<file path="config.mk">
export PLATFORM = sky130hd
export DESIGN_NAME = seq10010_tx
export DESIGN_NICKNAME = d
export VERILOG_FILES = /design/src/rtl/seq10010_pkg.sv /design/src/rtl/seq10010_tx_piso.sv /design/src/rtl/seq10010_tx.sv
export SDC_FILE = /design/constraint.sdc
export NUM_CORES = 1
export LEC_CHECK = 0
export ABC_CLOCK_PERIOD_IN_PS = 2200
export CORE_MARGIN = 4
export CORE_UTILIZATION = 50
export CTS_BUF_LIST = sky130_fd_sc_hd__clkbuf_8 sky130_fd_sc_hd__clkbuf_16
export DETAILED_ROUTE_END_ITERATION = 6
export PLACE_DENSITY = 0.82
export SLEW_MARGIN = 20
export SYNTH_ARGS = -nofsm -noshare
export SYNTH_HDL_FRONTEND = slang
export SYNTH_SLANG_ARGS = --single-unit
</file>
<file path="constraint.sdc">
create_clock -name clk -period 2.2 [get_ports clk]
set_clock_uncertainty 0.15 [all_clocks]
set_input_delay 0.33 -clock clk [delete_from_list [all_inputs] [get_ports clk]]
set_output_delay 0.33 -clock clk [all_outputs]
set_load 0.05 [all_outputs]
</file>
<file path="src/rtl/seq10010_pkg.sv">
// seq10010_pkg: shared encodings and preamble constants for the 10010 serial line (transmitter and detector)
package seq10010_pkg;
  localparam int PAT_W = 5;
  localparam logic [PAT_W-1:0] PATTERN = 5'b10010;
  typedef enum logic [2:0] {
    IDLE = 3'b000,
    PRE  = 3'b001,
    DATA = 3'b010,
    PAR  = 3'b011,
    DONE = 3'b100
  } state_t;
endpackage

</file>
<file path="src/rtl/seq10010_tx_piso.sv">
// piso_shift: parallel-load, shift-left register exposing its MSB as the serial bit
module piso_shift #(
  parameter int DATA_W = 8
) (
  input  logic              clk,
  input  logic              rst,
  input  logic              load,
  input  logic              shift,
  input  logic [DATA_W-1:0] din,
  output logic              msb
);
  logic [DATA_W-1:0] sr;
  // load wins over shift; shifting left presents the next payload bit at the MSB
  always_ff @(posedge clk or posedge rst)
    if (rst) sr <= '0;
    else if (load) sr <= din;
    else if (shift) sr <= sr << 1;
  assign msb = sr[DATA_W-1];
endmodule

</file>
<file path="src/rtl/seq10010_tx.sv">
// seq10010_tx: 10010-preamble serial frame transmitter; optional even-parity bit under SEQ10010_TX_PARITY_EN
module seq10010_tx #(
  parameter int                 DATA_W  = 8,
  parameter int                 PAT_W   = seq10010_pkg::PAT_W,
  parameter logic [PAT_W-1:0]   PATTERN = seq10010_pkg::PATTERN
) (
  input  logic              clk,
  input  logic              rst,
  input  logic              start,
  input  logic [DATA_W-1:0] din,
  output logic              j,
  output logic              busy,
  output logic              done
);
  import seq10010_pkg::*;
  localparam int CW = $clog2(DATA_W > PAT_W ? DATA_W : PAT_W);
  localparam int PW = $clog2(PAT_W);
  state_t          state_q, state_d;
  logic [CW-1:0]   cnt_q;
  logic            load, shift, msb, last, par_bit;
  assign load  = state_q == IDLE && start;
  assign shift = state_q == DATA;
  assign last  = cnt_q == '0;
  piso_shift #(.DATA_W(DATA_W)) u_piso (
    .clk   (clk),
    .rst   (rst),
    .load  (load),
    .shift (shift),
    .din   (din),
    .msb   (msb)
  );
`ifdef SEQ10010_TX_PARITY_EN
  logic par_q;
  // parity is taken from the word as accepted, so later din changes cannot affect it
  always_ff @(posedge clk or posedge rst)
    if (rst) par_q <= 1'b0;
    else if (load) par_q <= ^din;
  assign par_bit = state_q == PAR && par_q;
`else
  assign par_bit = 1'b0;
`endif
  // state register
  always_ff @(posedge clk or posedge rst)
    if (rst) state_q <= IDLE;
    else state_q <= state_d;
  // bit counter: preamble index in PRE, remaining payload bits in DATA
  always_ff @(posedge clk or posedge rst)
    if (rst) cnt_q <= '0;
    else if (load) cnt_q <= CW'(PAT_W - 1);
    else if (state_q == PRE && last) cnt_q <= CW'(DATA_W - 1);
    else if ((state_q == PRE || state_q == DATA) && !last) cnt_q <= cnt_q - 1'b1;
  // next-state logic; start only matters in IDLE
  always_comb begin
    state_d = IDLE;
    case (state_q)
      IDLE:    state_d = start ? PRE : IDLE;
      PRE:     state_d = last ? DATA : PRE;
`ifdef SEQ10010_TX_PARITY_EN
      DATA:    state_d = last ? PAR : DATA;
      PAR:     state_d = DONE;
`else
      DATA:    state_d = last ? DONE : DATA;
`endif
      default: state_d = IDLE;
    endcase
  end
  // Moore outputs decoded purely from registered state, counter and shift register
  always_comb begin
    j    = state_q == PRE ? PATTERN[PW'(cnt_q)] : state_q == DATA ? msb : par_bit;
    busy = state_q != IDLE && state_q != DONE;
    done = state_q == DONE;
  end
endmodule
</file>
==> out/qor.txt <==
CTS clk-pin slew, worst paths = 60 ps
Tot GR Track Use = 13.7%
Nets = 110
status = complete, no violations
VDD IR-drop max = 0.798 mV
Multi-input gate area = 412 sq um
I/O pin count = 14
GR Overflow Total = 0
HPWL after detailed placement = 1090 microns
Mapped Cells = 82
crit-path max FO = 9
Antenna diodes = 0
clock latency on the worst-skew pair = 250 ps
Crit path arrival time = 1550 ps
WL per Instance = 13.4 microns
PwrDens = 1540 nW/um^2
IO buf count = 13
first-pass GRT wire length = 2470 microns
number of max-cap violations = 0
initial antenna violation count = 0
Initial Utilization = 53.4%
Crit. End Element = primary output
CTS resizes = 0
Die Footprint = 2340 sq um
DR pass1 iterations = 4
post-route clock period utilization = 92.4%
worst-margin pin slew = 528 ps
number of synthesized flops with an enable pin = 0
pins over their slew limit = 0
die width = 48.4 microns
Synth area leader = dfrtp_1
vias in the first global route = 532
Period minus WS final = 2030 ps
row count = 14
Fmax = 0.492 GHz
Die H = 48.4 microns
CTS Root Cell = clkbuf_8
largest net degree at the start of global routing = 17
CP Class = reg -> out
clock sinks = 14
Synth warnings = 0
syn_nets = 96
Req. time, crit path = 1720 ps
initial drt markers = 16
post-synth top area share = 43.0%
RSZ-0062 raised after global routing = false
final hold viol count = 0
#FFs+latches synth = 14
Inserted Clock Buffers = 3
Via density = 5.63
Worst slew margin = 64.7%
asr flop ratio synth = 100%
# fillers = 124
Synth Area per Inst = 9.93 sq um
FF+latch area = 350 sq um
share of layout cells above drive strength 1 = 17.9%
TritonCTS clock tree = yes
setup violators final = 0
pre-CTS setup slack = 406 ps
H-tree Lvls = 1
Post-route DRC = 0
setup_tns = 0 ps
area grow syn2layout = 21.2%
routed via count = 625
GP Congestion = 0.820
Leak Pwr = 0.000433 uW
Setup WS post-layout = 167 ps
Yosys cell types = 32
post-CTS setup buffers = 0
Cell Area, Synth = 815 sq um
ys flop type = dfrtp_1
wirelength, routed = 1490 microns
sequential share of the synthesized area = 43.0%
CTS max path bufs = 2
CTS Hold Bufs = 0
Post-DRT Antenna Nets = 0
Worst Hold Class = in -> async
crit start category = register
Area contributors post-synth = dfrtp_1 (43%), mux2i_1 (6.1%), ha_1 (4.6%), o21ai_0 (4.3%), buf_6 (4.1%)
Core Footprint = 1520 sq um
WHS = 261 ps
sequential cells by signal, summed over array words and instances (netlist names):
name and cells:
cnt_q 3, state_q 3, u_piso.sr 8
power breakdown:
group          total [uW]  switching [uW]  leakage (uW)  internal (uW)
combinational         766             401      0.000231            364
clock                 255            96.2     0.0000288            159
sequential            501             122      0.000173            380
total                1520             619      0.000433            903
layout by cell type (no fill, tap or decap), types with 2 or more instances in the layout:
cell,synthesis,layout
a21oi_2,2,2
clkdlybuf4s50_1,0,10
o21ai_0,7,7
o21ai_1,3,3
inv_1,4,4
nand2_1,8,8
dfrtp_1,14,14
a22o_1,3,3
nor3_1,2,2
mux2i_1,5,5
and2b_2,2,2
buf_4,0,2
a21o_1,2,2
nor2_1,4,4
a21oi_1,2,2
nor2b_1,2,2
clkbuf_8,0,4
ha_1,3,3
layer usage:
| metal | part of all wire [%] | track usage, % | vias to the layer above |
|---|---|---|---|
| met5 | 0 | 0 | - |
| met4 | 1.9 | 8.29 | 0 |
| met3 | 7.0 | 5.21 | 2 |
| met2 | 45 | 18.0 | 21 |
| met1 | 46 | 18.5 | 296 |
| li1 | - | - | 306 |
worst max-delay path, cell delays in order, from the launching register on:
cell and delay [ps]:
dfrtp_1 490, and2b_2 310, o21ai_0 90, a21oi_1 240
buf_12 170
synth_stat cells (all sizes together), types with 2 or more instances:
| cell type | number |
|---|---|
| dfrtp | 14 |
| nand2 | 8 |
| o21ai | 10 |
| nor3 | 2 |
| ha | 3 |
| and2b | 2 |
| a21o | 2 |
| inv | 4 |
| a21oi | 4 |
| mux2i | 5 |
| nor2b | 2 |
| a22o | 3 |
| and2 | 2 |
| buf | 3 |
| nor2 | 6 |
cells by family after synthesis:
logic type | after synthesis | share of synthesized area (%)
compound gates | 23 | 18.4
flops | 14 | 43.0
fa+ha+maj | 3 | 4.61
simple gates | 29 | 21.4
mux | 5 | 6.14
buf+inv | 8 | 6.45
metrics by stage:
step / area [sq um] / util (%) / std cells / power (uW)
after floorplan: 815 / - / 82 / 1090
after global placement: 932 / 61.2 / 107 / 1250
after detailed placement: 932 / 61.2 / 107 / 1270
after CTS: 987 / 64.8 / 111 / 1530
after global routing: 987 / 64.8 / 111 / 1640
final: 987 / 64.8 / 111 / 1520
final cells by class:
class / count / area share [%]
clock buffer: 4 / 5.58
inverter: 4 / 1.52
multi-input combinational: 60 / 41.7
sequential: 14 / 35.5
tap: 16 / 2.03
timing repair buffer: 13 / 13.7
path summary, 6_finish.rpt:
check	startpoint	end	slack (ps)	cells past startpoint
max in group asynchronous	rst	u_piso.sr[0]$_DFFE_PP0P_	1280	2
max	state_q[1]$_DFF_PP0_	j	170	4
max reg2reg	cnt_q[0]$_DFFE_PP0P_	cnt_q[1]$_DFFE_PP0P_	480	6
min reg2reg	u_piso.sr[7]$_DFFE_PP0P_	u_piso.sr[7]$_DFFE_PP0P_	350	1
min in group clk	u_piso.sr[7]$_DFFE_PP0P_	u_piso.sr[7]$_DFFE_PP0P_	350	1
min	rst	cnt_q[1]$_DFFE_PP0P_	260	2
Power figures use the tool's default switching activity.
